### config.mk
export PLATFORM = sky130hd
export DESIGN_NAME = sc_updown_modcounter_flat
export DESIGN_NICKNAME = d
export VERILOG_FILES = /design/src/rtl/sc_updown_modcounter_pkg.sv /design/src/rtl/sc_updown_modcounter_if.sv /design/src/rtl/sc_updown_modcounter_prescaler.sv /design/src/rtl/sc_updown_modcounter.sv /design/src/flat_wrapper.sv
export SDC_FILE = /design/constraint.sdc
export NUM_CORES = 1
export LEC_CHECK = 0
export CAP_MARGIN = 0
export CORE_MARGIN = 5
export CORE_UTILIZATION = 43
export CTS_CLUSTER_DIAMETER = 60
export DETAILED_ROUTE_END_ITERATION = 8
export PLACE_DENSITY_LB_ADDON = 0.1
export SYNTH_ARGS = -nofsm -noshare
export SYNTH_HDL_FRONTEND = slang
export SYNTH_SLANG_ARGS = --single-unit
### constraint.sdc
create_clock -name SC_UPDOWNCOUNTER_CLOCK_50 -period 1.68 [get_ports SC_UPDOWNCOUNTER_CLOCK_50]
set_clock_uncertainty 0.05 [all_clocks]
set_input_delay 0.336 -clock SC_UPDOWNCOUNTER_CLOCK_50 [delete_from_list [all_inputs] [get_ports SC_UPDOWNCOUNTER_CLOCK_50]]
set_output_delay 0.336 -clock SC_UPDOWNCOUNTER_CLOCK_50 [all_outputs]
set_load 0.005 [all_outputs]
### src/rtl/sc_updown_modcounter_pkg.sv
// Shared definitions for the SC counter family: direction encoding and a
// parameter sanity helper used at elaboration time.
package sc_counter_pkg;

    localparam logic DIR_UP   = 1'b0;
    localparam logic DIR_DOWN = 1'b1;

    // True when the terminal value fits the register and the prescaler is usable.
    function automatic bit params_ok(input int datawidth, input int max_value,
                                     input int prescale);
        bit ok;
        ok = (datawidth >= 1) && (datawidth <= 31) && (max_value >= 0) &&
             (max_value < (1 << datawidth)) && (prescale >= 1);
        return ok;
    endfunction

endpackage

### src/rtl/sc_updown_modcounter_if.sv
// Control and status bundle of the up/down modulo counter. The counter side
// uses the slave modport, the controlling block uses the master modport.
interface sc_updown_modcounter_if #(
    parameter int DATAWIDTH = 8
);
    logic                 SC_UPDOWNCOUNTER_enable_InLow;
    logic                 SC_UPDOWNCOUNTER_down_InHigh;
    logic                 SC_UPDOWNCOUNTER_clear_InHigh;
    logic                 SC_UPDOWNCOUNTER_load_InHigh;
    logic [DATAWIDTH-1:0] SC_UPDOWNCOUNTER_load_InBUS;
    logic [DATAWIDTH-1:0] SC_UPDOWNCOUNTER_data_OutBUS;
    logic                 SC_UPDOWNCOUNTER_wrap_OutHigh;
    logic                 SC_UPDOWNCOUNTER_zero_OutHigh;
    logic                 SC_UPDOWNCOUNTER_max_OutHigh;

    modport master (
        output SC_UPDOWNCOUNTER_enable_InLow,
        output SC_UPDOWNCOUNTER_down_InHigh,
        output SC_UPDOWNCOUNTER_clear_InHigh,
        output SC_UPDOWNCOUNTER_load_InHigh,
        output SC_UPDOWNCOUNTER_load_InBUS,
        input  SC_UPDOWNCOUNTER_data_OutBUS,
        input  SC_UPDOWNCOUNTER_wrap_OutHigh,
        input  SC_UPDOWNCOUNTER_zero_OutHigh,
        input  SC_UPDOWNCOUNTER_max_OutHigh
    );

    modport slave (
        input  SC_UPDOWNCOUNTER_enable_InLow,
        input  SC_UPDOWNCOUNTER_down_InHigh,
        input  SC_UPDOWNCOUNTER_clear_InHigh,
        input  SC_UPDOWNCOUNTER_load_InHigh,
        input  SC_UPDOWNCOUNTER_load_InBUS,
        output SC_UPDOWNCOUNTER_data_OutBUS,
        output SC_UPDOWNCOUNTER_wrap_OutHigh,
        output SC_UPDOWNCOUNTER_zero_OutHigh,
        output SC_UPDOWNCOUNTER_max_OutHigh
    );

endinterface

### src/rtl/sc_updown_modcounter_prescaler.sv
// Clock-enable prescaler: emits one tick every PRESCALE enabled clocks.
// A frozen (disabled) clock keeps the phase; restart forces the phase to 0.
// With PRESCALE=1 the phase register is constant 0 and tick equals enable.
module sc_tick_prescaler #(
    parameter int PRESCALE = 1
) (
    input  logic clk,
    input  logic rst_n,
    input  logic enable,
    input  logic restart,
    output logic tick
);

    localparam int PW = (PRESCALE > 1) ? $clog2(PRESCALE) : 1;
    localparam logic [PW-1:0] LAST_PHASE = PW'(PRESCALE - 1);

    logic [PW-1:0] phase_q;
    logic [PW-1:0] phase_d;

    assign tick = enable && (phase_q == LAST_PHASE);

    // Next phase: restart dominates, otherwise advance modulo PRESCALE while enabled.
    always_comb begin
        phase_d = phase_q;
        if (restart) begin
            phase_d = '0;
        end else if (enable) begin
            if (tick) begin
                phase_d = '0;
            end else begin
                phase_d = phase_q + PW'(1);
            end
        end
    end

    // Phase register.
    always_ff @(posedge clk or negedge rst_n) begin
        if (!rst_n) begin
            phase_q <= '0;
        end else begin
            phase_q <= phase_d;
        end
    end

endmodule

### src/rtl/sc_updown_modcounter.sv
// Up/down modulo counter with clear, clamped parallel load, prescaled
// counting and a registered one-cycle wrap pulse.
module sc_updown_modcounter
    import sc_counter_pkg::*;
#(
    parameter int DATAWIDTH = 8,
    parameter int MAX_VALUE = 255,
    parameter int PRESCALE  = 1
) (
    input  logic                  SC_UPDOWNCOUNTER_CLOCK_50,
    input  logic                  SC_UPDOWNCOUNTER_RESET_InLow,
    sc_updown_modcounter_if.slave cnt_if
);

    generate
        if (!params_ok(DATAWIDTH, MAX_VALUE, PRESCALE)) begin : g_bad_params
            $error("sc_updown_modcounter: illegal DATAWIDTH/MAX_VALUE/PRESCALE");
        end
    endgenerate

    localparam logic [DATAWIDTH-1:0] MAX_V = DATAWIDTH'(MAX_VALUE);

    logic [DATAWIDTH-1:0] count_q;
    logic [DATAWIDTH-1:0] count_d;
    logic                 wrap_q;
    logic                 wrap_d;
    logic                 tick;
    logic                 restart;

    logic                 clear;
    logic                 load;
    logic [DATAWIDTH-1:0] load_val;

    assign clear    = cnt_if.SC_UPDOWNCOUNTER_clear_InHigh;
    assign load     = cnt_if.SC_UPDOWNCOUNTER_load_InHigh;
    assign load_val = cnt_if.SC_UPDOWNCOUNTER_load_InBUS;

    // Clear and load both restart the prescaler so a fresh count period follows.
    assign restart = clear | load;

    sc_tick_prescaler #(
        .PRESCALE (PRESCALE)
    ) u_prescaler (
        .clk     (SC_UPDOWNCOUNTER_CLOCK_50),
        .rst_n   (SC_UPDOWNCOUNTER_RESET_InLow),
        .enable  (!cnt_if.SC_UPDOWNCOUNTER_enable_InLow),
        .restart (restart),
        .tick    (tick)
    );

    // Next count/wrap with priority clear > load > step > hold; wrap only on a boundary step.
    always_comb begin
        count_d = count_q;
        wrap_d  = 1'b0;
        if (clear) begin
            count_d = '0;
        end else if (load) begin
            count_d = (load_val > MAX_V) ? MAX_V : load_val;
        end else if (tick) begin
            if (cnt_if.SC_UPDOWNCOUNTER_down_InHigh == DIR_DOWN) begin
                if (count_q == '0) begin
                    count_d = MAX_V;
                    wrap_d  = 1'b1;
                end else begin
                    count_d = count_q - DATAWIDTH'(1);
                end
            end else begin
                if (count_q >= MAX_V) begin
                    count_d = '0;
                    wrap_d  = 1'b1;
                end else begin
                    count_d = count_q + DATAWIDTH'(1);
                end
            end
        end
    end

    // Count and wrap state register.
    always_ff @(posedge SC_UPDOWNCOUNTER_CLOCK_50 or negedge SC_UPDOWNCOUNTER_RESET_InLow) begin
        if (!SC_UPDOWNCOUNTER_RESET_InLow) begin
            count_q <= '0;
            wrap_q  <= 1'b0;
        end else begin
            count_q <= count_d;
            wrap_q  <= wrap_d;
        end
    end

    assign cnt_if.SC_UPDOWNCOUNTER_data_OutBUS  = count_q;
    assign cnt_if.SC_UPDOWNCOUNTER_wrap_OutHigh = wrap_q;
    assign cnt_if.SC_UPDOWNCOUNTER_zero_OutHigh = (count_q == '0);
    assign cnt_if.SC_UPDOWNCOUNTER_max_OutHigh  = (count_q == MAX_V);

endmodule

### src/flat_wrapper.sv
// flat-port wrapper written by rule: the top's interface ports become plain ports
module sc_updown_modcounter_flat import sc_counter_pkg::*;
#(
    parameter int DATAWIDTH = 8,
    parameter int MAX_VALUE = 255,
    parameter int PRESCALE  = 1
)
  (SC_UPDOWNCOUNTER_CLOCK_50, SC_UPDOWNCOUNTER_RESET_InLow, cnt_if_SC_UPDOWNCOUNTER_enable_InLow, cnt_if_SC_UPDOWNCOUNTER_down_InHigh, cnt_if_SC_UPDOWNCOUNTER_clear_InHigh, cnt_if_SC_UPDOWNCOUNTER_load_InHigh, cnt_if_SC_UPDOWNCOUNTER_load_InBUS, cnt_if_SC_UPDOWNCOUNTER_data_OutBUS, cnt_if_SC_UPDOWNCOUNTER_wrap_OutHigh, cnt_if_SC_UPDOWNCOUNTER_zero_OutHigh, cnt_if_SC_UPDOWNCOUNTER_max_OutHigh);
  sc_updown_modcounter_if #(.DATAWIDTH(DATAWIDTH)) cnt_if_i ();
  input  logic SC_UPDOWNCOUNTER_CLOCK_50;
  input  logic SC_UPDOWNCOUNTER_RESET_InLow;
  input wire logic [$bits(cnt_if_i.SC_UPDOWNCOUNTER_enable_InLow)-1:0] cnt_if_SC_UPDOWNCOUNTER_enable_InLow;
  input wire logic [$bits(cnt_if_i.SC_UPDOWNCOUNTER_down_InHigh)-1:0] cnt_if_SC_UPDOWNCOUNTER_down_InHigh;
  input wire logic [$bits(cnt_if_i.SC_UPDOWNCOUNTER_clear_InHigh)-1:0] cnt_if_SC_UPDOWNCOUNTER_clear_InHigh;
  input wire logic [$bits(cnt_if_i.SC_UPDOWNCOUNTER_load_InHigh)-1:0] cnt_if_SC_UPDOWNCOUNTER_load_InHigh;
  input wire logic [$bits(cnt_if_i.SC_UPDOWNCOUNTER_load_InBUS)-1:0] cnt_if_SC_UPDOWNCOUNTER_load_InBUS;
  output wire logic [$bits(cnt_if_i.SC_UPDOWNCOUNTER_data_OutBUS)-1:0] cnt_if_SC_UPDOWNCOUNTER_data_OutBUS;
  output wire logic [$bits(cnt_if_i.SC_UPDOWNCOUNTER_wrap_OutHigh)-1:0] cnt_if_SC_UPDOWNCOUNTER_wrap_OutHigh;
  output wire logic [$bits(cnt_if_i.SC_UPDOWNCOUNTER_zero_OutHigh)-1:0] cnt_if_SC_UPDOWNCOUNTER_zero_OutHigh;
  output wire logic [$bits(cnt_if_i.SC_UPDOWNCOUNTER_max_OutHigh)-1:0] cnt_if_SC_UPDOWNCOUNTER_max_OutHigh;
  assign cnt_if_i.SC_UPDOWNCOUNTER_enable_InLow = cnt_if_SC_UPDOWNCOUNTER_enable_InLow;
  assign cnt_if_i.SC_UPDOWNCOUNTER_down_InHigh = cnt_if_SC_UPDOWNCOUNTER_down_InHigh;
  assign cnt_if_i.SC_UPDOWNCOUNTER_clear_InHigh = cnt_if_SC_UPDOWNCOUNTER_clear_InHigh;
  assign cnt_if_i.SC_UPDOWNCOUNTER_load_InHigh = cnt_if_SC_UPDOWNCOUNTER_load_InHigh;
  assign cnt_if_i.SC_UPDOWNCOUNTER_load_InBUS = cnt_if_SC_UPDOWNCOUNTER_load_InBUS;
  assign cnt_if_SC_UPDOWNCOUNTER_data_OutBUS = cnt_if_i.SC_UPDOWNCOUNTER_data_OutBUS;
  assign cnt_if_SC_UPDOWNCOUNTER_wrap_OutHigh = cnt_if_i.SC_UPDOWNCOUNTER_wrap_OutHigh;
  assign cnt_if_SC_UPDOWNCOUNTER_zero_OutHigh = cnt_if_i.SC_UPDOWNCOUNTER_zero_OutHigh;
  assign cnt_if_SC_UPDOWNCOUNTER_max_OutHigh = cnt_if_i.SC_UPDOWNCOUNTER_max_OutHigh;
  sc_updown_modcounter #(.DATAWIDTH(DATAWIDTH), .MAX_VALUE(MAX_VALUE), .PRESCALE(PRESCALE)) u_core (.SC_UPDOWNCOUNTER_CLOCK_50(SC_UPDOWNCOUNTER_CLOCK_50), .SC_UPDOWNCOUNTER_RESET_InLow(SC_UPDOWNCOUNTER_RESET_InLow), .cnt_if(cnt_if_i));
endmodule
Word-level counts from Yosys, hierarchy flattened
Cells that the tools add are included. W data, S select, Z words.

Mux-type cells: 16. Reduce and logical (&&, ||, !) cells: 4. Eq/ne operators: 2. Bitwise logic cells: 2. Magnitude comparators: 2. Add/sub/neg operators: 3.

Operator list (number): $mux W8 (7); $mux W1 (9); $add A8 B1 Y8 const B (1); $eq A8 B8 Y1 const B (1); $ge A8 B8 Y1 const B (1); $gt A8 B8 Y1 const B (1); $logic_not A8 Y1 (1); $sub A8 B1 Y8 const B (1); $reduce_bool A3 Y1 (1); $ne A2 B1 Y1 const B (1); $add A1 B1 Y1 const B (1); $logic_and A1 B1 Y1 (1); $logic_not A1 Y1 (1); $not A1 Y1 (1); $or A1 B1 Y1 (1).

Logic and storage cells: 32. Bits of input ports: 14. Register bits after elaboration: 10.

Depth between registers and ports, before layout
Depth after elaboration: 6. Mapped depth: 8.

Hierarchy
Synthesis repeated with hierarchy kept, for this count alone.

Cell total of the unflattened synthesis: 119. Area, all modules: 998.5 µm².

By module, submodules not included: sc_updown_modcounter (seq. area each 225.2 µm², area an instance 952.2 µm², times used 1, cells each 116); sc_tick_prescaler (seq. area each 25.0 µm², area an instance 46.3 µm², times used 1, cells each 3).

Worst setup path after synthesis
No wires, ideal clock.

Path type: register to register. Start point: register u_core.count_q[0] (netlist: u_core.cnt_if.SC_UPDOWNCOUNTER_data_OutBUS[0]). End point: register u_core.count_q[7] (netlist: u_core.cnt_if.SC_UPDOWNCOUNTER_data_OutBUS[7]). Clock period less this slack: 1.798 ns. Slack: -0.118 ns. Cell stages (with the launch flop): 9. Arrival: 1.637 ns. Library setup time: 0.111 ns. Cells stage by stage: dfrtp_1 > buf_2 > inv_1 > ha_1 > nor4b_2 > nand2_1 > nand2_1 > o22ai_1 > a2111oi_2.

Cells in the longest elaborated chain, start to end: 6. Elaborated cells between the ends (all ways): 10.

Ends and longest elaborated chain: from (decl) (line sc_updown_modcounter.sv:23) `logic [DATAWIDTH-1:0] count_q;`; from (signal assigned) (line sc_updown_modcounter.sv:84) `count_q <= count_d;`; $add A8 B1 Y8, or another cell as far along (line sc_updown_modcounter.sv:72) `count_d = count_q + DATAWIDTH'(1);`; $mux W8 (on tied branches) (line sc_updown_modcounter.sv:68, sc_updown_modcounter.sv:61); $mux W8 * (line sc_updown_modcounter.sv:60) `if (cnt_if.SC_UPDOWNCOUNTER_down_InHigh == DIR_DOWN) begin`; $mux W8 * (line sc_updown_modcounter.sv:59) `end else if (tick) begin`; $mux W8 * (line sc_updown_modcounter.sv:57) `end else if (load) begin`; $mux W8 * (line sc_updown_modcounter.sv:55) `if (clear) begin`.

Every way passes the cells marked *; elsewhere a longest branch is shown, timed or not. The select of a mux whose other input is x is not followed. A chain may end at the register's enable or synchronous reset.

Final worst setup path
Start point: register u_core.count_q[0] (netlist: u_core.cnt_if.SC_UPDOWNCOUNTER_data_OutBUS[0]). End point: output cnt_if_SC_UPDOWNCOUNTER_zero_OutHigh.

Cells in the longest elaborated chain, start to end: 1.

Ends and longest elaborated chain: $logic_not A8 Y1 (line sc_updown_modcounter.sv:91) `assign cnt_if.SC_UPDOWNCOUNTER_zero_OutHigh = (count_q == '0);`; to (decl) (line flat_wrapper.sv:19) `output wire logic [$bits(cnt_if_i.SC_UPDOWNCOUNTER_zero_OutHigh)-1:0] cnt_if_SC_UPDOWNCOUNTER_zero_OutHigh;`.

No other way between the ends.

==> summary.md <==
| Metric | Value |
|---|---|
| Share of total power in the clock network | 19.1% |
| Number of synthesized flops with an enable pin | 0 |
| CP max stage delay | 0.40 ns |
| Via/cell ratio | 6.08 |
| Reg power frac | 26.7% |
| Comb power frac | 54.1% |
| Antenna viol nets, final | 0 |
| Vias post-DR | 1,295 |
| Residual DRC | 0 |
| Worst setup margin | -0.193 ns |
| Die width | 56.7 µm |
| Tightest Pin Transition | 0.394 ns |
| Pins over their slew limit | 0 |
| HP Class | input port to async pin |
| CTS Buf Count | 3 |
| H-tree Lvls | 1 |
| Most common cell after layout, fill and taps aside | buf_4 |
| NetSw | 0.000398 W |
| I/O Pins | 25 |
| Final Critical Period | 1.87 ns |
| ANT cells | 0 |
| Ys flop type | dfrtp_1 |
| Mapped cell area | 937 µm² |
| Pre-antenna DRT Iters | 4 |
| Critical path arrival | 1.49 ns |
| Netlist cell types | 41 |
| Avg Cell Area, Syn | 8.15 µm² |
| Global route overflow | 0 |
| Area Overhead vs Synth | 97.5% |
| Crit-path leading delay family | flip-flops |
| PnR Total Power | between 0.001 and 0.0015 W |
| Number of cells after detailed placement | 191 |
| Synth async-reset ratio | 100% |
| Most used cell, CP | inv_2 |
| GR Util All Layers | between 20% and 30% |
| Port bufs | 24 |
| Largest net degree at the start of global routing | 16 |
| Post-DP HPWL | 2.52 mm |
| Initial Util | 43.6% |
| Routed length per instance | 20.6 µm |
| Layout net count | 203 |
| Startpoint class of the critical path | flop |
| # clock sinks | 10 |
| Die Ht | 56.7 µm |
| First-pass GRT wire length | 5.71 mm |
| Max VDD drop | roughly 0.43 mV |
| Core area | ~2100 µm² |
| Post-synthesis register bit count | 10 |
| RePlAce Congestion | 0.943 |
| Bufs and invs on worst path | 3 |
| Vias in the first global route | roughly 1,200 |
| CP Data Required Time | between 1 and 1.5 ns |
| Clock-pin slew on the worst setup and hold paths | 0.09 ns |
| Max Clock Freq | roughly 530 MHz |
| Root Buffer | clkbuf_4 |
| Cells after synthesis | 115 |
| Syn_nets | 132 |
| Reg2reg setup slack | -0.15 ns |
| Drt initial violations | 43 |
| Setup-failing EPs final | 8 |
| Cell Pwr Density | 563 nW/µm² |
| Routed wire length | approximately 4.4 mm |
| Failing checks | setup timing |
| Crit Path Class | flop to output pin |
| Post-route insts no fill | 213 |
| Internal power | ~0.00064 W |
| Sequential fraction of the synthesis area | 26.7% |
| Worst path slowest cell | dfrtp_1 |
| Later-pin clock latency in the skew report | around 0.28 ns |
| Slew margin rel. | around three quarters |
| Die area | 3210 µm² |
| Final period util | 111% |
| Synth warn | 0 |
| Crit path cell chain | inv_2, ha_4, nor4b_4, nand2_2, inv_2, buf_2 |
| TritonCTS clock tree | yes |
| Peak fanout along the critical path | 2 |
| Sw Share | between 30% and 40% |
| Core Rows | 17 |
| Status | complete, but fails checks |
| Most frequent cells in the layout | buf_4 (38), clkdlybuf4s50_1 (15), buf_6 (15) |
| RSZ-0062 raised after global routing | true |
| Fin. Hold Viols | 0 |
| Layout cells sized above 1 | 54.6% |
| Static Leakage | 0.811 nW |
| Maxcap violations | 0 |
| Max clock buf depth | 2 |
| Worst setup EP type | output pin |
| Initial antenna violation count | 0 |
-- power by group through the flow --
stage	clock, W	sequential [W]	combinational (W)
after floorplan	0	0.000279	0.000205
after global placement	0	0.000279	0.000385
after detailed placement	0	0.000280	0.000388
after CTS	0.000199	0.000277	0.000459
after global routing	0.000211	0.000280	0.000594
final	0.000199	0.000279	0.000564
-- worst register-to-register path, delay by kind of cell (launching register included) --
family	cells	cell delay [ns]
AOI/OAI and AO/OA	1	0.05
adders and majority gates	1	0.14
buffers and inverters	5	0.44
DFF	1	0.40
and+or+nand+nor	3	0.64
-- repair_timing --
action,4_1_cts,5_1_grt
gates resized for setup,43,34
pin swaps,7,15
setup endpoints to repair,15,10
endpoints found under the hold margin,0,0
buffers inserted,15,7
hold buffers,0,0
-- synth_stat cells, types with 3 or more instances --
library cell  instances  area [µm²]
nor2_1               10        37.5
o21ai_0               4        20.0
nand2_1               5        18.8
buf_6                 3        33.8
nand3_1               7        35.0
a21oi_1              10        50.1
inv_1                 8        30.0
and3_1                4        25.0
nor4_1                3        18.8
ha_1                  3        37.5
buf_2                 4        20.0
xor2_1                6        52.6
nor3_1                5        25.0
dfrtp_1              10         250
-- layout make-up --
class	instances	area, µm²
multi-input combinational	86	831
tap	28	35.0
timing repair buffer	77	676
inverter	8	30.0
clock buffer	4	26.3
fill	115	298
sequential	10	253
-- logic make-up (layout without fill, tap and decap cells) --
logic type	count (synthesis)	in the layout	share of synthesized area, %
AND/OR/NAND/NOR	40	40	23.9
AO/OA/AOI/OAI	35	35	26.8
buffers and inverters	19	89	11.1
flip-flops	10	10	26.7
XOR/XNOR	8	8	7.48
adder cells (fa/ha/maj)	3	3	4.01
-- metal layers --
layer | vias up | global-route usage (%) | part of all wire, %
met2 | 78 | 41.1 | 51
met4 | 0 | 6.78 | 4.2
met1 | 632 | 27.5 | 38
met5 | - | 0 | 0
li1 | 562 | - | -
met3 | 23 | 4.37 | 6.9
-- metrics by stage --
| step | cell area (µm²) | setup TNS [ns] | utilization, % | hold WS, ns | worst slack (ns) |
|---|---|---|---|---|---|
| after CTS | 1650 | -0.477 | 76.6 | 0.289 | -0.119 |
| after floorplan | 958 | 0 | - | -0.00959 | 0.0228 |
| after global placement | 1420 | -1.06 | 65.9 | 0.511 | -0.229 |
| final | 1850 | -0.957 | 86.1 | 0.288 | -0.193 |
| after detailed placement | 1420 | -1.36 | 65.9 | 0.525 | -0.281 |
| after global routing | 1850 | -1.71 | 86.1 | 0.296 | -0.284 |
-- sequential cells by signal (all words and copies together) (netlist names) --
register and flops:
u_core.u_prescaler.phase_q 1, u_core.cnt_if.SC_UPDOWNCOUNTER_data_OutBUS 8, u_core.cnt_if.SC_UPDOWNCOUNTER_wrap_OutHigh 1
-- path summary, 6_finish.rpt --
path	start	depth (start not counted)	endpoint
worst min-delay path	SC_UPDOWNCOUNTER_RESET_InLow	1	u_core.cnt_if.SC_UPDOWNCOUNTER_data_OutBUS[1]
worst max register to register	u_core.cnt_if.SC_UPDOWNCOUNTER_data_OutBUS[0]	10	u_core.cnt_if.SC_UPDOWNCOUNTER_wrap_OutHigh
worst max-delay path	u_core.cnt_if.SC_UPDOWNCOUNTER_data_OutBUS[0]	6	cnt_if_SC_UPDOWNCOUNTER_zero_OutHigh
max in group asynchronous	SC_UPDOWNCOUNTER_RESET_InLow	2	u_core.cnt_if.SC_UPDOWNCOUNTER_wrap_OutHigh
worst min register to register	u_core.u_prescaler.phase_q	1	u_core.u_prescaler.phase_q
min in group SC_UPDOWNCOUNTER_CLOCK_50	u_core.u_prescaler.phase_q	1	u_core.u_prescaler.phase_q
Power figures use the tool's default switching activity.
